===== src/rtl/counter_pkg.sv =====
// Shared chess-clock definitions: per-digit limits, default digit width and
// the next-state selector used by each digit counter.
package counter_pkg;

    localparam int unsigned DIGIT_WIDTH  = 4;
    localparam int unsigned UNITS_MAX    = 9;
    localparam int unsigned TENS_SEC_MAX = 5;

    typedef enum logic {
        DIGIT_UNITS    = 1'b0,
        DIGIT_TENS_SEC = 1'b1
    } digit_e;

    typedef enum logic [1:0] {
        SEL_HOLD = 2'd0,
        SEL_INC  = 2'd1,
        SEL_WRAP = 2'd2
    } next_sel_e;

    // Terminal value a caller should drive onto a digit's limit input.
    function automatic logic [DIGIT_WIDTH-1:0] digit_max(input digit_e kind);
        logic [DIGIT_WIDTH-1:0] lim;
        lim = DIGIT_WIDTH'(UNITS_MAX);
        case (kind)
            DIGIT_UNITS:    lim = DIGIT_WIDTH'(UNITS_MAX);
            DIGIT_TENS_SEC: lim = DIGIT_WIDTH'(TENS_SEC_MAX);
            default:        lim = DIGIT_WIDTH'(UNITS_MAX);
        endcase
        return lim;
    endfunction

endpackage


===== src/rtl/counter.sv =====
// Modulo-(MAX+1) chess-clock digit with same-cycle carry out for cascading.
// MAX is sampled live; a count above MAX wraps on its next advance.
module counter
    import counter_pkg::*;
#(
    parameter int unsigned WIDTH = DIGIT_WIDTH
) (
    input  logic             clk_i,
    input  logic             clr_ni,
    input  logic             ce_i,
    input  logic             impulse_i,
    input  logic [WIDTH-1:0] max_i,
    output logic [WIDTH-1:0] count_o,
    output logic             overflow_c_o
);

    if (WIDTH < 1) begin : g_bad_width
        $error("counter: WIDTH must be at least 1");
    end

    logic [WIDTH-1:0] count_q;
    logic [WIDTH-1:0] count_d;
    logic             adv_c;
    logic             term_c;
    next_sel_e        sel_c;

    assign adv_c  = ce_i & impulse_i;
    // >= rather than == so an out-of-range count recovers on the next advance
    assign term_c = (count_q >= max_i);

    always_comb begin
        sel_c = SEL_HOLD;
        if (adv_c) begin
            sel_c = term_c ? SEL_WRAP : SEL_INC;
        end
    end

    always_comb begin
        count_d = count_q;
        case (sel_c)
            SEL_INC:  count_d = count_q + WIDTH'(1);
            SEL_WRAP: count_d = '0;
            default:  count_d = count_q;
        endcase
    end

    always_ff @(posedge clk_i or negedge clr_ni) begin
        if (!clr_ni) begin
            count_q <= '0;
        end else begin
            count_q <= count_d;
        end
    end

    assign count_o      = count_q;
    assign overflow_c_o = adv_c & term_c;

endmodule


===== config.mk =====
export PLATFORM = sky130hd
export DESIGN_NAME = counter
export DESIGN_NICKNAME = d
export VERILOG_FILES = /design/src/rtl/counter_pkg.sv /design/src/rtl/counter.sv
export SDC_FILE = /design/constraint.sdc
export NUM_CORES = 1
export LEC_CHECK = 0
export BUFFER_PORTS_ARGS = -buffer_cell sky130_fd_sc_hd__buf_4
export CAP_MARGIN = 40
export CORE_AREA = 2 2 39 41
export CTS_CLUSTER_SIZE = 8
export DETAILED_ROUTE_END_ITERATION = 12
export DIE_AREA = 0 0 41 43
export GPL_ROUTABILITY_DRIVEN = 0
export PLACE_DENSITY = 0.53
export SLEW_MARGIN = 10
export SYNTH_ARGS = -nofsm -noshare
export SYNTH_HDL_FRONTEND = slang
export SYNTH_SLANG_ARGS = --single-unit

===== constraint.sdc =====
create_clock -name clk_i -period 1.4 [get_ports clk_i]
set_input_delay 0.21 -clock clk_i [delete_from_list [all_inputs] [get_ports clk_i]]
set_output_delay 0.21 -clock clk_i [all_outputs]
set_load 0.02 [all_outputs]

# == Word level (Yosys, flattened, before mapping) ==
# Cells that the tools add are included.
# word_totals
regBits,4
out_inout_bits,5
# classes
muxes,3
add_sub_neg,1
n_lt_le_gt_ge,1
n_bitwise,2
reduce_logical,1
eq_ne,2
# op_table
cell,count
4-bit one-hot mux with 2 select lines,1
"4-bit by 1-bit adder with 4-bit output, second input constant",1
4-bit greater-or-equal comparator,1
2-bit 2-to-1 mux,2
1-bit AND,2
"2-bit by 1-bit equality test with 1-bit output, second input constant",1
"2-bit equality test, second input constant",1
2-bit nonzero test,1

# == Longest topological paths before layout ==
# logic_depth
depth_word,5
mapped_depth,5
mapped_depth_nobuf,5

# == Worst setup path before layout ==
# OpenSTA, ideal clock, no wires.
# synth_path
kind,reg2out
startpoint,register count_q[0] (netlist: count_o[0])
endpoint,output overflow_c_o
path_slack_ps,-174
stages_incl_launch_ff,6
n_path_buf,0
arrival_ps,1364
required_time_ps,1190
cell_sequence,dfrtp_1 -> inv_1 -> ha_1 -> nor3b_2 -> o21ai_2 -> and2b_2
# synth_between
elab_chain_len,2
# synth_rtl
element,line_no,source
from (decl),counter.sv:21,logic [WIDTH-1:0] count_q;
from (signal assigned),counter.sv:51,count_q <= count_d;
4-bit greater-or-equal comparator,counter.sv:29,assign term_c = (count_q >= max_i);
1-bit AND,counter.sv:56,assign overflow_c_o = adv_c & term_c;
to (decl),counter.sv:14,output logic overflow_c_o
# No other way between the ends.

# == Final worst setup path ==
# Same ends and word-level chain as after synthesis.

==> metrics <==
status=complete, but fails checks; failing checks=setup timing; Post-Syn Instances=35; CTS root buffer=clkbuf_4; Int Pwr=601.2 uW; layout cell share with drive strength beyond 1=55.36%; die height=around 43 um; CTS Buf Count=3; relative max-transition margin=85.74%; DRC violations left=0; Least-Margin Pin Slew=213.0 ps; antenna-violating nets left=0; Switching Share=39.99%; Flop pwr share=about 22%; ys flop type=dfrtp_1; Net Count, Synth=48; initial drt markers=1; Syn Std Cell Area=~310 um2; initial antenna violation count=0; first-pass GRT wire length=~1300 um; Hold Path Class=input pin to flip-flop; register area share after synthesis=32.13%; DP HPWL=just over 600 um; Antenna diodes=0; total grt overflow=0; biggest area consumer among synthesized cells=dfrtp_1; Area Overhead vs Synth=72.69%; WL/cell=10.24 um; CP Launch Type=flip-flop; RSZ-0062 raised after global routing=true; clock period minus worst slack=1703 ps; Switch Pwr=400.6 uW; post-DR vias/cell=4.500; share of total power in the clock network=between 10 and 15%; clk_lat worst skew=approximately 240 ps; Worst R2R Path Depth=6; Fin Hold WS=262.6 ps; Post-synth ARST share=100.0%; Static Leak=around 0.00027 uW; First-pass DRT Iterations=2; VDD IR max=0.8529 mV; vias=between 300 and 400; clk_skew=4.329 ps; Initial Util=22.51%; Avg Cell Area, Syn=8.901 um2; CTS H-tree lvls=1; worst hold path depth=3; # IOs=13; die footprint=roughly 1800 um2; Slew Viols, Final=0; critical path required time=roughly 1200 ps; Cell Pwr Density=1862 nW/um2; Clock Tree Buf Depth=2; row count=14; core footprint=between 1000 and 1500 um2; largest net degree at the start of global routing=6; cell area after layout=538.0 um2; Die W=41 um; Synth cell types=14; clock slew at reported path FFs=roughly 40 ps; CTS tree=done; share of the synthesized area in the top cell type=around 32%; Max Fclk=just under 600 MHz; final hold viol count=0; Critical Path AT=1490 ps; Sinks on Clock Net=4; final period utilization=121.6%; port buffer count=12; total wire length=737 um; placed cell area=501.7 um2; synthesized flop and latch total=4; CP endpoint kind=output pin; Gate power share=a little over three fifths; Synth top cells by count=5 x ha_1, 5 x inv_1, 5 x nand2_1; Layout Nets=71; max reg flops=4; Post-CTS Setup Bufs=0; gr usage total=about 11%; number of enable flip-flop cells after synthesis=0; vias in the first global route=332; critical-path maximum fanout=2; critical path class=flip-flop to output pin; total of max-cap violations=0; Final Setup Violations=1; post-route worst setup slack=-303.0 ps; synth top area cells=dfrtp_1 32%, ha_1 20%, o21ai_1 6.4%; Ys Warns=0
[final timing paths]
kind | start | slack (ps) | end
worst max-delay path | count_o[0]$_DFFE_PN0P_ | -300 | overflow_c_o
worst min-delay path | ce_i | 260 | count_o[0]$_DFFE_PN0P_
worst max register to register | count_o[0]$_DFFE_PN0P_ | 110 | count_o[1]$_DFFE_PN0P_
worst min register to register | count_o[0]$_DFFE_PN0P_ | 550 | count_o[0]$_DFFE_PN0P_
max in group asynchronous | clr_ni | 970 | count_o[1]$_DFFE_PN0P_
min in group asynchronous | clr_ni | 310 | count_o[0]$_DFFE_PN0P_
[cell families after synthesis]
group	count (synthesis)	synth area share, %
flops	4	32.13
buf+inv	5	6.025
compound gates	8	14.86
simple gates	12	23.69
fa+ha+maj	5	20.08
mux	1	3.213
[critical path: stages, from the launching register on]
cell and delay (ps):
dfrtp_2 400, inv_2 80, ha_4 190, nor3b_2 190
o21ai_2 70, and2b_2 200, buf_6 130
[metrics by stage]
step	cells	util, %	setup TNS [ps]	power (uW)	setup WS (ps)
floorplan	35	-	-71.75	575.7	-71.75
global placement	68	36.26	-104.6	859.6	-104.6
detailed placement	68	36.26	-105.7	864.7	-105.7
CTS	72	38.88	-314.3	1021	-314.3
global route	72	38.88	-358.6	1106	-358.6
finish	72	38.88	-303.0	1002	-303.0
[cell type report]
| cell class | count | area [um2] |
|---|---|---|
| clock buffers | 3 | 22.52 |
| inverters | 5 | 18.77 |
| fillers | 146 | 845.8 |
| multi-input cells | 26 | 230.2 |
| flip-flops and latches | 4 | 105.1 |
| well taps | 16 | 20.02 |
| repair buffers | 18 | 141.4 |
[layout by cell type (no fill, tap or decap)]
| cell | netlist | routed |
|---|---|---|
| o21ai_1 | 4 | 4 |
| clkbuf_4 | 0 | 3 |
| and4b_1 | 1 | 1 |
| inv_1 | 5 | 4 |
| a21oi_1 | 2 | 2 |
| nor3b_2 | 1 | 1 |
| ha_4 | 0 | 3 |
| ha_1 | 5 | 2 |
| o211ai_1 | 1 | 1 |
| dfrtp_2 | 0 | 4 |
| buf_4 | 0 | 16 |
| o21ai_2 | 1 | 1 |
| inv_2 | 0 | 1 |
| and3b_1 | 1 | 1 |
| buf_6 | 0 | 1 |
| mux2i_1 | 1 | 1 |
| nand2_1 | 5 | 5 |
| and2b_2 | 1 | 1 |
| dlygate4sd3_1 | 0 | 1 |
| nand3_1 | 3 | 3 |
[power groups by stage]
| stage | Clock, uW | Combinational (uW) | Sequential, uW |
|---|---|---|---|
| 2_1_floorplan | 0 | 247 | 329 |
| 3_3_place_gp | 0 | 631 | 229 |
| 3_5_place_dp | 0 | 638 | 227 |
| 4_1_cts | 149 | 646 | 226 |
| 5_1_grt | 159 | 720 | 227 |
| 6_report | 148 | 631 | 223 |
[timing repair]
action	in CTS	in global routing
pin swaps	3	4
hold buffers	1	0
setup endpoints to repair	1	1
gates resized for setup	1	0
endpoints found under the hold margin	4	0
[metal layers]
layer  share of wire (%)  up-vias  global-route usage (%)
met5                   0        -                       0
li1                    -      165                       -
met2                  49        7                   16.25
met3                 2.6        2                   1.571
met1                  47      150                   13.27
met4                 1.6        0                   8.000
Power figures use the tool's default switching activity.
